## src/rtl/bcd_pkg.sv

```systemverilog
// rtl/bcd_pkg.sv - shared digit width, FSM encoding and BCD digit helpers
package bcd_pkg;

    localparam int DIGIT_W = 4;

    localparam logic [2:0] ST_IDLE   = 3'd0;
    localparam logic [2:0] ST_PASS1  = 3'd1;
    localparam logic [2:0] ST_RECOMP = 3'd2;
    localparam logic [2:0] ST_DEC    = 3'd3;
    localparam logic [2:0] ST_FIN    = 3'd4;

    typedef enum logic [2:0] {
        IDLE   = ST_IDLE,
        PASS1  = ST_PASS1,
        RECOMP = ST_RECOMP,
        DEC    = ST_DEC,
        FIN    = ST_FIN
    } state_t;

    // Nine's complement of a valid BCD digit.
    function automatic logic [DIGIT_W-1:0] nines_comp(input logic [DIGIT_W-1:0] d);
        return 4'd9 - d;
    endfunction

    // True when the nibble is a legal BCD digit (0..9).
    function automatic logic bcd_is_valid(input logic [DIGIT_W-1:0] d);
        return d <= 4'd9;
    endfunction

endpackage

```

## src/rtl/bcd_digit_adder.sv

```systemverilog
// rtl/bcd_digit_adder.sv - one-digit BCD adder with +6 decimal correction
module bcd_digit_adder (
    input  logic [3:0] x,
    input  logic [3:0] y,
    input  logic       cin,
    output logic [3:0] s,
    output logic       cout
);

    logic [4:0] raw;
    logic [4:0] corrected;

    // Binary sum is at most 9+9+1 = 19, so a single +6 brings it back into BCD.
    assign raw       = {1'b0, x} + {1'b0, y} + {4'b0000, cin};
    assign cout      = raw > 5'd9;
    assign corrected = raw + 5'd6;
    assign s         = cout ? corrected[3:0] : raw[3:0];

endmodule

```

## src/rtl/bcd_addsub_serial.sv

```systemverilog
// rtl/bcd_addsub_serial.sv - digit-serial BCD add/subtract with recomplement and GRS ulp correction
module bcd_addsub_serial
    import bcd_pkg::*;
#(
    parameter int NDIGITS = 7,
    parameter int GRS_W   = 9
) (
    input  logic                         clk,
    input  logic                         rst,
    input  logic                         start,
    input  logic                         op,
    input  logic [DIGIT_W*NDIGITS-1:0]   a,
    input  logic [DIGIT_W*NDIGITS-1:0]   b,
    input  logic [GRS_W-1:0]             grs,
    output logic                         busy,
    output logic                         done,
    output logic [DIGIT_W*NDIGITS-1:0]   result,
    output logic                         sign,
    output logic                         carry_out,
    output logic                         invalid
);

    localparam int W     = DIGIT_W * NDIGITS;
    localparam int CNT_W = (NDIGITS > 1) ? $clog2(NDIGITS) : 1;

    state_t               state;
    logic [CNT_W-1:0]     cnt;
    logic [W-1:0]         a_q;
    logic [W-1:0]         b_q;
    logic                 op_q;
    logic [GRS_W-1:0]     grs_q;
    logic                 carry;
    logic                 nz;

    logic [DIGIT_W-1:0]   add_x;
    logic [DIGIT_W-1:0]   add_y;
    logic [DIGIT_W-1:0]   sum_d;
    logic                 cout_d;
    logic                 inputs_bad;
    logic                 last_digit;
    logic                 mag_zero;

    // Operand mux for the single shared digit adder: PASS1 works on a/b,
    // RECOMP and DEC rework the result register in place.
    always_comb begin
        add_x = a_q[DIGIT_W-1:0];
        add_y = op_q ? nines_comp(b_q[DIGIT_W-1:0]) : b_q[DIGIT_W-1:0];
        case (state)
            RECOMP: begin
                add_x = nines_comp(result[DIGIT_W-1:0]);
                add_y = '0;
            end
            DEC: begin
                add_x = result[DIGIT_W-1:0];
                add_y = 4'd9;
            end
            default: ;
        endcase
    end

    bcd_digit_adder u_digit_adder (
        .x    (add_x),
        .y    (add_y),
        .cin  (carry),
        .s    (sum_d),
        .cout (cout_d)
    );

    // Flag any non-BCD nibble in either incoming operand.
    always_comb begin
        inputs_bad = 1'b0;
        for (int i = 0; i < NDIGITS; i++) begin
            if (!bcd_is_valid(a[i*DIGIT_W +: DIGIT_W]) || !bcd_is_valid(b[i*DIGIT_W +: DIGIT_W]))
                inputs_bad = 1'b1;
        end
    end

    assign last_digit = (cnt == CNT_W'(NDIGITS - 1));
    // Magnitude is zero when no earlier digit was nonzero and the MSD being written is zero.
    assign mag_zero   = !nz && (sum_d == '0);

    // Sequencer: digit counter, shift registers, carry flop and registered outputs.
    always_ff @(posedge clk) begin
        if (rst) begin
            state     <= IDLE;
            cnt       <= '0;
            a_q       <= '0;
            b_q       <= '0;
            op_q      <= 1'b0;
            grs_q     <= '0;
            carry     <= 1'b0;
            nz        <= 1'b0;
            busy      <= 1'b0;
            done      <= 1'b0;
            result    <= '0;
            sign      <= 1'b0;
            carry_out <= 1'b0;
            invalid   <= 1'b0;
        end else begin
            done <= 1'b0;
            case (state)
                IDLE: begin
                    if (start) begin
                        a_q       <= a;
                        b_q       <= b;
                        op_q      <= op;
                        grs_q     <= grs;
                        busy      <= 1'b1;
                        sign      <= 1'b0;
                        carry_out <= 1'b0;
                        cnt       <= '0;
                        nz        <= 1'b0;
                        if (inputs_bad) begin
                            invalid <= 1'b1;
                            result  <= '0;
                            state   <= FIN;
                        end else begin
                            invalid <= 1'b0;
                            carry   <= op;
                            state   <= PASS1;
                        end
                    end
                end
                PASS1: begin
                    a_q    <= a_q >> DIGIT_W;
                    b_q    <= b_q >> DIGIT_W;
                    result <= {sum_d, result[W-1:DIGIT_W]};
                    carry  <= cout_d;
                    nz     <= nz | (sum_d != '0);
                    cnt    <= cnt + 1'b1;
                    if (last_digit) begin
                        cnt <= '0;
                        if (!op_q) begin
                            carry_out <= cout_d;
                            state     <= FIN;
                        end else if (!cout_d) begin
                            // a < b: result holds the ten's complement of the magnitude.
                            sign  <= 1'b1;
                            carry <= 1'b1;
                            state <= RECOMP;
                        end else if (grs_q != '0) begin
                            if (mag_zero) begin
                                sign  <= 1'b1;
                                state <= FIN;
                            end else begin
                                carry <= 1'b0;
                                state <= DEC;
                            end
                        end else begin
                            state <= FIN;
                        end
                    end
                end
                RECOMP, DEC: begin
                    result <= {sum_d, result[W-1:DIGIT_W]};
                    carry  <= cout_d;
                    cnt    <= cnt + 1'b1;
                    if (last_digit) begin
                        cnt   <= '0;
                        state <= FIN;
                    end
                end
                FIN: begin
                    busy  <= 1'b0;
                    done  <= 1'b1;
                    state <= IDLE;
                end
                default: state <= IDLE;
            endcase
        end
    end

endmodule

```

## config.mk

```make
export PLATFORM = sky130hd
export DESIGN_NAME = bcd_addsub_serial
export DESIGN_NICKNAME = d
export VERILOG_FILES = /design/src/rtl/bcd_pkg.sv /design/src/rtl/bcd_digit_adder.sv /design/src/rtl/bcd_addsub_serial.sv
export SDC_FILE = /design/constraint.sdc
export NUM_CORES = 1
export LEC_CHECK = 0
export ABC_AREA = 1
export CORE_MARGIN = 10
export CORE_UTILIZATION = 55
export CTS_CLUSTER_DIAMETER = 50
export DETAILED_ROUTE_END_ITERATION = 8
export PLACE_DENSITY = 0.91
export SYNTH_ARGS = -nofsm -noshare
export SYNTH_HDL_FRONTEND = slang
export SYNTH_SLANG_ARGS = --single-unit
```

## constraint.sdc

```tcl
create_clock -name clk -period 6.7 [get_ports clk]
set_input_delay 0.67 -clock clk [delete_from_list [all_inputs] [get_ports clk]]
set_output_delay 0.67 -clock clk [all_outputs]
set_load 0.005 [all_outputs]
```

* Word-level counts from Yosys, hierarchy flattened
Cells that the tools add are included.
W data, S select, Z words.
** Word-level totals
- Word-level logic and storage cells :: 145
- Flip-flop bits (word level) :: 107
- Output and inout bits :: 33
** Cells by class
- Reduce and logical (&&, ||, !) cells :: 42
- Add/sub/neg operators :: 6
- Eq/ne operators :: 14
- Mux-type cells :: 53
- Bitwise logic cells :: 1
- Magnitude comparators :: 15
** Operators with widths (count)
- $pmux W28 S2 :: 3
- $mux W28 :: 4
- $le A4 B4 Y1 const B :: 14
- $mux W3 :: 10
- $mux W1 :: 25
- $pmux W4 S2 :: 2
- $logic_not A1 Y1 :: 15
- $ne A2 B2 Y1 const B :: 7
- $pmux W3 S3 :: 1
- $reduce_and A3 Y1 :: 3
- $reduce_bool A9 Y1 :: 1
- $mux W4 :: 2
- $pmux W1 S2 :: 4
- $reduce_and A2 Y1 :: 4
- $sub A4 B4 Y4 const A :: 2
- $logic_or A1 B1 Y1 :: 7
- $eq A3 B2 Y1 const B :: 2
- $eq A3 B3 Y1 const B :: 2
- $ne A3 B3 Y1 const B :: 2
- $pmux W3 S2 :: 1
- $reduce_and A6 Y1 :: 1
- $reduce_bool A2 Y1 :: 3
- $add A4 B4 Y5 :: 1
- $add A5 B1 Y5 :: 1
- other kinds (14) :: 14

* Logic depth before layout (Yosys ltp)
Gate-level depths: netlist of run 1.
- Depth after elaboration :: 15
- Mapped depth :: 22
- Gate-level depth less buffers :: 22

* Modules after synthesis
From an unflattened synthesis of run 1, not the netlist that was laid out.
** Second synthesis, totals
- Cells, all modules :: 692
- Area, all modules :: 4968.5 um2
** Modules (own cells, without submodules)
- bcd_addsub_serial :: area each 4668.2 um2, times used 1, cells each 645
- bcd_digit_adder :: area each 300.3 um2, times used 1, cells each 47

* Worst setup path before layout of run 1
OpenSTA, ideal clock, no wires.
- Kind :: reg2reg
- Start :: reg state[1]
- End :: reg state[1]
- Buffers on the path :: 0
- Path slack :: 3.692 ns
- Stages on the path, launching flop included :: 21
- Arrival time :: 2.876 ns
- Path through :: dfxtp_1 inv_1 nor2_1 inv_2 nor2_1 inv_1 o21ai_1 a21oi_1 fa_1 inv_1 fa_1 inv_1 nand3_1 nand4_1 nand3_1 nand2_2 nand3_4 nand2_1 nand2_1 nand2_1 a21oi_1
** On the way
- Longest elaborated chain between the ends :: 14
** RTL lines
- start: declaration :: line bcd_addsub_serial.sv:26 : state_t state;
- start signal: assignment :: line bcd_addsub_serial.sv:85 : state <= IDLE;
- start signal: assignment :: line bcd_addsub_serial.sv:116 : state <= FIN;
- start signal: assignment :: line bcd_addsub_serial.sv:120 : state <= PASS1;
- $eq A3 B2 Y1 :: line bcd_addsub_serial.sv:48, bcd_addsub_serial.sv:101
- $pmux W4 S2 :: line bcd_addsub_serial.sv:48 : case (state)
- $add A4 B4 Y5 :: line bcd_digit_adder.sv:14 : assign raw = {1'b0, x} + {1'b0, y} + {4'b0000, cin};
- $add A5 B1 Y5 :: line bcd_digit_adder.sv:14
- $add A4 B3 Y4 or $gt A5 B4 Y1 (tied branches) :: line bcd_digit_adder.sv:16, bcd_digit_adder.sv:15
- $mux W4 :: line bcd_digit_adder.sv:17 : assign s = cout ? corrected[3:0] : raw[3:0];
- $logic_not A4 Y1 :: line bcd_addsub_serial.sv:80 : assign mag_zero = !nz && (sum_d == '0);
- $logic_and A1 B1 Y1 :: line bcd_addsub_serial.sv:80
- $mux W3 :: line bcd_addsub_serial.sv:142 : if (mag_zero) begin
- $mux W3 :: line bcd_addsub_serial.sv:141 : end else if (grs_q != '0) begin
- $mux W3 :: line bcd_addsub_serial.sv:136 : end else if (!cout_d) begin
- $mux W3 :: line bcd_addsub_serial.sv:133 : if (!op_q) begin
- $mux W3 :: line bcd_addsub_serial.sv:131 : if (last_digit) begin
- $pmux W3 S3 :: line bcd_addsub_serial.sv:101 : case (state)
Parallel ways exist; a longest one is shown, timed or not. The select of a mux whose other input is x is not followed.
A chain may end at the register's enable or synchronous reset.

* Worst setup path after layout of run 1
Same ends and word-level chain as after synthesis.

==> results of run 1 <==
power breakdown:
group          switching [uW]  internal (uW)  total [uW]
Clock                     224            150         373
Sequential               18.4            670         688
Combinational             143            103         246
Total                     385            923        1310
metrics by stage:
stage	util (%)	hold WS, ps	area [um2]	setup slack, ps
detailed placement	67.7	456	5820	3320
global route	69.9	486	6000	2970
floorplan	-	440	4810	3690
global placement	67.7	448	5820	3460
finish	69.9	468	6000	3300
CTS	69.9	470	6000	3310
registers in the layout (all words and copies together) (netlist names), 3 cells and up:
| name | cells |
|---|---|
| a_q | 28 |
| b_q | 28 |
| cnt | 3 |
| grs_q | 9 |
| result | 28 |
| state | 3 |
cell type report:
type | count | share of cell area (%)
clock buffers | 10 | 2.29
clock inverters | 6 | 0.792
inverters | 42 | 2.63
multi-input cells | 485 | 39.0
flip-flops and latches | 107 | 35.7
well taps | 108 | 2.25
repair buffers | 106 | 17.4
worst max path at each step:
stage	startpoint	end	slack (ps)	depth (start not counted)
6_report	state[1]	state[1]	3300	20
5_1_grt	state[1]	state[1]	2970	20
4_1_cts	state[1]	state[1]	3310	20
3_5_place_dp	state[1]	state[1]	3320	20
3_3_place_gp	state[1]	state[1]	3460	20
2_1_floorplan	state[1]	state[1]	3690	20
metal layers:
metal | vias to the layer above | global-route usage, % | part of all wire [%]
li1 | 2357 | - | -
met5 | - | 0 | 0
met1 | 2175 | 23.4 | 44
met3 | 16 | 5.62 | 7.3
met2 | 155 | 31.6 | 47
met4 | 0 | 6.18 | 1.6
cells by family after synthesis:
logic type,Yosys count,share of synthesized area [%]
AOI/OAI and AO/OA,155,18.2
DFF,107,44.6
buffers and inverters,78,6.95
adders and majority gates,8,2.40
xor gates and xnor gates,3,0.547
and+or+nand+nor,319,27.4
tightest hold or removal path, delay by kind of cell (launching register included):
| kind | cells | cell delay, ps |
|---|---|---|
| DFF | 1 | 320 |
| AOI/OAI and AO/OA | 1 | 50 |
| and+or+nand+nor | 1 | 60 |
cell usage in the layout, fill, tap and decap left out, drive strengths merged:
cell type	n
nand3	10
nor3b	1
inv	43
xor2	3
nor3	6
o21ai	45
nand4	5
or2	1
dfxtp	107
a31oi	50
nor2	42
a21oi	53
clkdlybuf4s50	100
nand2	251
clkbuf	10
nor4	2
o22ai	1
fa	2
ha	6
buf	6
and2	1
o21bai	1
o21a	4
clkinv	5
a22oi	1
==> results.sh, run 1 <==
export IMPL_grt_max_degree=72
export IMPL_cts_repair_resized=0
export IMPL_dp_hpwl_um=9420
export IMPL_setup_viol=0
export IMPL_max_freq_mhz=294
export IMPL_holdPathStages=2
export IMPL_die_area_um2=12900
export IMPL_synth_top_area_share_pct=44.6
export IMPL_cts_root_buf="clkbuf_8"
export IMPL_fp_dieW_um=113
export IMPL_cp_arrival_ps=3630
export IMPL_grt_first_pass_wirelength_um=21200
export IMPL_total_power_uw=1310
export IMPL_worst_path_buf_inv=5
export IMPL_synthTopCellsByCount="243 x nand2_1, 107 x dfxtp_1, 51 x a21oi_1, 50 x a31oi_1, 39 x nor2_1"
export IMPL_tns_ps=0
export IMPL_wl_per_cell_um=14.6
export IMPL_track_usage_pct=19.2
export IMPL_max_cap_violations=0
export IMPL_antenna_found_initial=0
export IMPL_drv_slew=0
export IMPL_crit_family="simple AND/OR/NAND/NOR gates"
export IMPL_rsz0062_at_grt="no"
export IMPL_syn_nets=747
export IMPL_worst_setup_path_start_kind="flop"
export IMPL_ctsHoldBuffers=0
export IMPL_synthFlopType="dfxtp_1"
export IMPL_crit_path_top_delay_cell="fa_1"
export IMPL_cts_buffers=9
export IMPL_num_fill_cells=729
export IMPL_synth_area_leader_cell="dfxtp_1"
export IMPL_syn_area_um2=4810
export IMPL_cts_htree_levels=3
export IMPL_clk_pin_slew_ps=100
export IMPL_min_from="b_q[27]"
export IMPL_hold_end="b_q[27]"
export IMPL_gr_total_overflow=0
export IMPL_power_density_nw_per_um2=218
export IMPL_ant_nets=0
export IMPL_area_growth_pct=24.9
export IMPL_first_pass_iters=6
export IMPL_grt_pass1_vias=4594
export IMPL_regArea_um2=2140
export IMPL_period_share_pct=50.8
export IMPL_yosysWarnings=0
export IMPL_vias=4703
export IMPL_antenna_cells=0
export IMPL_holdCritPathClass="reg2reg"
export IMPL_route_detailed_drc=0
export IMPL_ios=102
export IMPL_synth_seq_cells=107
export IMPL_synth_edff_count=0
export IMPL_dieHeight_um=113
export IMPL_required_ps=6920
export IMPL_worst_r2r_cell_count=20
export IMPL_relSlewSlack_pct=50.8
export IMPL_coreArea_um2=8590
export IMPL_crit_path_cell_trace="inv_1, nor2_1, inv_2, nor2_1, inv_1, o21ai_1, a21oi_1, fa_1, inv_1, fa_1, inv_1, nand3_1, nand4_1, nand3_1, nand2_2, nand3_4, nand2_1, nand2_1, nand2_1, a21oi_1"
export IMPL_multi_input_area_um2=2340
export IMPL_cts_tree="yes"
export IMPL_postCtsSetupRepairBufs=0
export IMPL_cts_max_path_buffers=2
export IMPL_nets=828
export IMPL_reg2reg_to="state[1]"
export IMPL_clock_sinks=107
export IMPL_synthCells=670
export IMPL_total_leakage_power_uw=0.00225
export IMPL_reg2reg_from="state[1]"
export IMPL_syn_avg_cell_area_um2=7.17
export IMPL_port_buffers=101
export IMPL_crit_path_end_kind="flop"
export IMPL_report_final_hold_viol_count=0
export IMPL_synth_seq_area_share_pct=44.6
export IMPL_post_route_min_period_ps=3400
export IMPL_place_congestion=0.908
export IMPL_status="finished clean"
export IMPL_crit_top_cell="inv_1"
export IMPL_clock_skew_ps=11.6
export IMPL_critical_path_class="reg2reg"
export IMPL_synth_area_top_cells="dfxtp_1 45%, nand2_1 19%, a31oi_1 6.5%"
export IMPL_fp_row_count=34
export IMPL_ir_drop_v=0.000142
export IMPL_synthArstFlopShare_pct=0
export IMPL_max_stage_delay_ps=440
export IMPL_ys_types=37
export IMPL_synth_most_common_cell="nand2_1"
export IMPL_reg2reg_slack_ps=3300
export IMPL_routed_wirelength_um=12600
export IMPL_clk_latency_ps=370
export IMPL_drt_initial_drc_count=306
export IMPL_worst_pin_slew_ps=737
export IMPL_start_util_pct=55.9
export IMPL_fin_cells=864
export IMPL_crit_fanout=10
export IMPL_final_layout_size_suffix_gt1_share_pct=6.61
export IMPL_dp_cells=848
export IMPL_viasPerCell=5.44
No activity file was read; power rests on OpenSTA's default activity.
==> run 2: changes to the inputs <==
CORE_UTILIZATION = 46   (was 55)
PLACE_DENSITY = 0.82   (was 0.91)
clock period = 2.75 ns   (was 6.7 ns; I/O delays follow)
==> run 2 against run 1 <==
  * The flow now finishes with violations (negative setup slack)
  * Global-route usage fell by 1.8 points
  * Core utilization fell by 8.9 points
  * Sequential cell count did not move
  * Total power rose to 2.5 times the previous value
  * Fmax rose by 20%
  * Sequential share of layout area fell by 1.3 points
  * Final area rose by 3.8%
  * Cell count rose by 5.0%
  * Clock skew fell by 1.9 ps
  * Non-clock buffer count rose by 15
  * Largest cell class unchanged
==> results.sh, run 2 (synthesized netlist as in run 1, its figures left out) <==
export IMPL_gr_total_overflow=0
export IMPL_coreArea_um2=10200
export IMPL_worst_path_buf_inv=5
export IMPL_cts_root_buf="clkbuf_8"
export IMPL_area_growth_pct=29.7
export IMPL_route_detailed_drc=0
export IMPL_tns_ps=-308
export IMPL_crit_path_cell_trace="inv_2, nor2_4, inv_4, nor2_4, inv_2, o21ai_2, a21oi_2, fa_2, inv_2, fa_2, inv_4, nand3_4, nand4_1, nand3_2, nand2_2, nand3_4, o21ai_1, nand2_1, a21oi_2"
export IMPL_setup_slack_ps=-94.3
export IMPL_reg2reg_from="state[1]"
export IMPL_violations="negative setup slack"
export IMPL_ios=102
export IMPL_grt_first_pass_wirelength_um=21900
export IMPL_ant_nets=0
export IMPL_nets=843
export IMPL_dieHeight_um=122
export IMPL_layout_common_cells="242 x nand2_1, 104 x dfxtp_1, 100 x clkdlybuf4s50_1, 50 x a31oi_1, 49 x a21oi_1"
export IMPL_period_share_pct=103
export IMPL_final_layout_size_suffix_gt1_share_pct=10.9
export IMPL_place_congestion=0.891
export IMPL_cts_tree="yes"
export IMPL_cp_arrival_ps=3160
export IMPL_clock_skew_ps=9.66
export IMPL_rsz0062_at_grt="yes"
export IMPL_worst_pin_slew_ps=720
export IMPL_relSlewSlack_pct=52.0
export IMPL_start_util_pct=47.0
export IMPL_max_freq_mhz=352
export IMPL_total_power_uw=3320
export IMPL_first_pass_iters=5
export IMPL_die_area_um2=14900
export IMPL_viasPerCell=5.20
export IMPL_critical_path_class="reg2reg"
export IMPL_required_ps=3060
export IMPL_min_from="a[24]"
export IMPL_crit_top_cell="inv_2"
export IMPL_hold_end="a_q[24]"
export IMPL_crit_family="adder cells"
export IMPL_max_cap_violations=0
export IMPL_final_core_util_pct=60.9
export IMPL_crit_path_top_delay_cell="fa_2"
export IMPL_cts_htree_levels=3
export IMPL_grt_use_met2_pct=30.2
export IMPL_clock_sinks=107
export IMPL_grt_pass1_vias=4680
export IMPL_fp_dieW_um=122
export IMPL_report_final_hold_viol_count=0
export IMPL_grtUsageMet1_pct=20.8
export IMPL_power_density_nw_per_um2=533
export IMPL_drt_initial_drc_count=331
export IMPL_final_common_cell="nand2_1"
export IMPL_drv_slew=0
export IMPL_reg2reg_slack_ps=-90
export IMPL_wl_per_cell_um=14.4
export IMPL_ctsHoldBuffers=0
export IMPL_holdCritPathClass="in2reg"
export IMPL_track_usage_pct=17.4
export IMPL_grt_max_degree=71
export IMPL_cts_max_path_buffers=2
export IMPL_reg2reg_to="sign"
export IMPL_status="finished with violations"
export IMPL_dp_hpwl_um=9680
export IMPL_met3_usage_pct=5.05
export IMPL_max_stage_delay_ps=470
export IMPL_port_buffers=101
export IMPL_crit_path_end_kind="flop"
export IMPL_holdPathStages=3
export IMPL_worst_setup_path_start_kind="flop"
export IMPL_num_fill_cells=917
export IMPL_reg_top3="a_q: 28 flops, b_q: 28 flops, result: 28 flops"
export IMPL_routed_wirelength_um=13100
export IMPL_worst_r2r_cell_count=19
export IMPL_ir_drop_v=0.000367
export IMPL_antenna_found_initial=0
export IMPL_clk_latency_ps=380
export IMPL_clk_pin_slew_ps=110
export IMPL_fp_row_count=37
export IMPL_vias=4718
export IMPL_antenna_cells=0
export IMPL_total_leakage_power_uw=0.00234
export IMPL_post_route_min_period_ps=2840
export IMPL_cts_buffers=9
export IMPL_crit_fanout=5
export IMPL_setup_viol=5
export IMPL_grt_most_used_layer="met2"
run 2: area by class of cell:
cell class / count / area [um2] / area share [%]
Sequential cell: 107 / 2150 / 34.4
Timing Repair Buffer: 121 / 1160 / 18.5
Tap cell: 136 / 170 / 2.73
Inverter: 42 / 163 / 2.61
Clock buffer: 9 / 124 / 1.99
Multi-Input combinational cell: 485 / 2400 / 38.5
Clock inverter: 7 / 76.3 / 1.22
run 2: timing repair:
action	in CTS	in global routing
buffers inserted	4	2
gates cloned	0	0
pin swaps	9	3
endpoints found under the setup margin	6	7
hold endpoints to repair	0	0
gates resized for setup	9	6
run 2: worst max-delay path by stage:
stage | from | endpoint | cells after the start
final | state[1] | sign | 19
after global routing | state[2] | state[1] | 19
after CTS | state[1] | sign | 19
after detailed placement | state[1] | state[1] | 21
after global placement | state[1] | state[1] | 20
after floorplan | state[1] | state[1] | 21
run 2: per-layer routing:
| layer | share of wire (%) | routed length, um |
|---|---|---|
| met5 | 0 | 0 |
| met4 | 1.1 | 146 |
| met3 | 7.1 | 933 |
| met2 | 49 | 6470 |
| met1 | 42 | 5530 |
run 2: worst reg2reg max path, delay by kind of cell, from the launching register on:
kind,cells,cell delay (ps)
AO/OA/AOI/OAI,4,420
adder cells (fa/ha/maj),2,860
buffers and inverters,5,330
flip-flops,1,350
AND/OR/NAND/NOR,8,820
run 2: through the flow:
stage	instances	setup WS, ps	hold slack (ps)	instance area (um2)
after floorplan	670	20.3	410	4830
after global placement	885	17.2	449	5940
after detailed placement	885	-140	453	5940
after CTS	905	-37.6	450	6210
after global routing	907	-215	447	6230
final	907	-94.3	456	6230
run 2: report_power, final:
group / switching [uW] / leakage [uW] / internal (uW)
clock network: 610 / 0.000103 / 368
logic: 380 / 0.00136 / 287
registers: 43.6 / 0.000877 / 1630
total: 1030 / 0.00234 / 2290
==> run 3: changes to the inputs <==
CORE_UTILIZATION = 40   (was 46)
PLACE_DENSITY = 0.74   (was 0.82)
==> run 3 against run 2 <==
  * The run still ends with negative setup slack left
  * Global-route usage shrank 1.7 points
  * Die area increased by 12%
  * Core utilization fell by 6.2 points
  * Sequential power barely moved
  * Combinational power rose by 3.0%
  * Worst setup slack worse by 1.2 ps
  * Count of clock-buffer cells in the layout stayed put
  * Cell count increased by 0.66%
  * Sequential share of layout area decreased by 0.68 points
==> results.sh, run 3 (synthesized netlist as in run 1, its figures left out) <==
export IMPL_clk_pin_slew_ps=70
export IMPL_nets=842
export IMPL_setup_slack_ps=-95.5
export IMPL_die_area_um2=16800
export IMPL_ctsHoldBuffers=0
export IMPL_ios=102
export IMPL_combinationalPowerShare_pct=18.6
export IMPL_relSlewSlack_pct=23.3
export IMPL_sequentialPowerShare_pct=45.3
export IMPL_final_layout_size_suffix_gt1_share_pct=11.0
export IMPL_period_share_pct=103
export IMPL_dp_cells=888
export IMPL_holdCritPathClass="reg2reg"
export IMPL_routed_wirelength_um=13500
export IMPL_drv_slew=0
export IMPL_cts_root_buf="clkbuf_16"
export IMPL_fp_dieW_um=130
export IMPL_max_freq_mhz=351
export IMPL_max_cap_violations=0
export IMPL_port_buffers=101
export IMPL_crit_fanout=6
export IMPL_crit_top_cell="inv_2"
export IMPL_crit_family="simple AND/OR/NAND/NOR gates"
export IMPL_cp_arrival_ps=3040
export IMPL_cts_buffers=9
export IMPL_route_detailed_drc=0
export IMPL_first_pass_iters=4
export IMPL_clock_sinks=107
export IMPL_antenna_found_initial=0
export IMPL_cts_htree_levels=3
export IMPL_dp_hpwl_um=9650
export IMPL_start_util_pct=41.4
export IMPL_grt_pass1_vias=4575
export IMPL_fin_cells=913
export IMPL_final_common_cell="nand2_1"
export IMPL_fp_row_count=39
export IMPL_worst_setup_path_start_kind="flop"
export IMPL_clk_latency_ps=350
export IMPL_worst_pin_slew_ps=1150
export IMPL_layout_common_cells="241 x nand2_1, 105 x dfxtp_1, 100 x clkdlybuf4s50_1, 50 x a31oi_1, 49 x a21oi_1"
export IMPL_dieHeight_um=130
export IMPL_track_usage_pct=15.7
export IMPL_tns_ps=-373
export IMPL_status="finished with violations"
export IMPL_grt_max_degree=71
export IMPL_fin_hold_ws_ps=463
export IMPL_crit_path_end_kind="flop"
export IMPL_viasPerCell=5.20
export IMPL_post_route_min_period_ps=2850
export IMPL_coreArea_um2=11600
export IMPL_p_switching_uw=1040
export IMPL_reg_top3="a_q: 28 flops, b_q: 28 flops, result: 28 flops"
export IMPL_violations="negative setup slack"
export IMPL_drt_initial_drc_count=378
export IMPL_ir_drop_v=0.000292
export IMPL_critical_path_class="reg2reg"
export IMPL_internal_power_uw=2650
export IMPL_worst_path_buf_inv=5
export IMPL_total_leakage_power_uw=0.00238
export IMPL_rsz0062_at_grt="yes"
export IMPL_report_final_hold_viol_count=0
export IMPL_cts_tree="yes"
export IMPL_crit_path_cell_trace="inv_2, nor2_4, inv_4, nor2_4, inv_2, o21ai_2, a21oi_2, fa_2, inv_2, fa_1, inv_2, nand3_4, nand4_1, nand3_2, nand2_2, nand3_4, nand2_4, nand2_1, nand2_1, a21oi_1"
export IMPL_wl_per_cell_um=14.8
export IMPL_power_frac_clock_pct=36.0
export IMPL_ant_nets=0
export IMPL_antenna_cells=0
export IMPL_place_congestion=0.919
export IMPL_clock_skew_ps=8.55
export IMPL_vias=4749
export IMPL_grt_first_pass_wirelength_um=21800
export IMPL_setup_viol=5
export IMPL_cts_max_path_buffers=2
export IMPL_area_growth_pct=32.2
export IMPL_sw_frac_of_total_pct=28.2
export IMPL_power_density_nw_per_um2=582
export IMPL_max_stage_delay_ps=460
export IMPL_gr_total_overflow=0
export IMPL_required_ps=2950
export IMPL_crit_path_top_delay_cell="fa_1"
## run 3: changes by cell type in the layout (fill, tap and decap cells not counted), moves of 2 or more
cell	delta
inv_6	+2
inv_2	+2
clkbuf_8	-9
clkbuf_16	+9
clkinv_4	-2
inv_8	-3
## run 3: worst paths after layout
path         slack [ps]  depth (start not counted)  endpoint      from
max                -100                         20  state[1]  state[1]
min                 460                          2      busy      busy
max reg2reg        -100                         20  state[1]  state[1]
min reg2reg         460                          2      busy      busy
## run 3: cell type report
class / instances / area [um2]
Sequential cell: 107 / 2140
Multi-Input combinational cell: 485 / 2410
Inverter: 42 / 160
Clock buffer: 9 / 225
Tap cell: 143 / 179
Clock inverter: 7 / 85.1
Fill cell: 1124 / 5260
Timing Repair Buffer: 120 / 1150
## run 3: metrics by stage
stage	power, uW	instance area (um2)	setup WS (ps)	utilization, %
after floorplan	2110	4830	20.3	-
after detailed placement	2330	5920	-120	51.0
after global routing	3870	6350	-265	54.7
final	3700	6350	-95.5	54.7
after global placement	2300	5920	13.6	51.0
after CTS	3700	6310	-7.92	54.4
## run 3: what timing repair did
item                                    in CTS  in global routing
gates resized for setup                     11                  5
endpoints found under the setup margin       6                  8
pin swaps                                   10                  8
setup buffers                                6                  3
## run 3: metal layers
metal	share of wire, %	GRT usage, %	up-vias	wire [um]
met3	6.5	3.67	23	879
met1	44	19.3	2203	5960
met5	0	0	-	0
li1	-	-	2389	-
met4	1.8	6.08	0	238
met2	47	26.0	134	6390
## run 3: worst register-to-register path, stage by stage, from the launching register on
cell,delay (ps)
dfxtp_2,350
inv_2,40
nor2_4,100
inv_4,60
nor2_4,90
inv_2,50
o21ai_2,110
a21oi_2,50
fa_2,370
inv_2,70
fa_1,460
inv_2,130
nand3_4,90
nand4_1,140
nand3_2,110
nand2_2,100
nand3_4,110
nand2_4,80
nand2_1,40
nand2_1,70
a21oi_1,60
## run 3: power by group through the flow
stage | Clock (uW) | Combinational (uW) | Sequential (uW)
after global routing | 1420 | 760 | 1690
after global placement | 0 | 596 | 1710
after CTS | 1360 | 662 | 1680
final | 1330 | 688 | 1680
after detailed placement | 0 | 617 | 1710
after floorplan | 0 | 412 | 1700
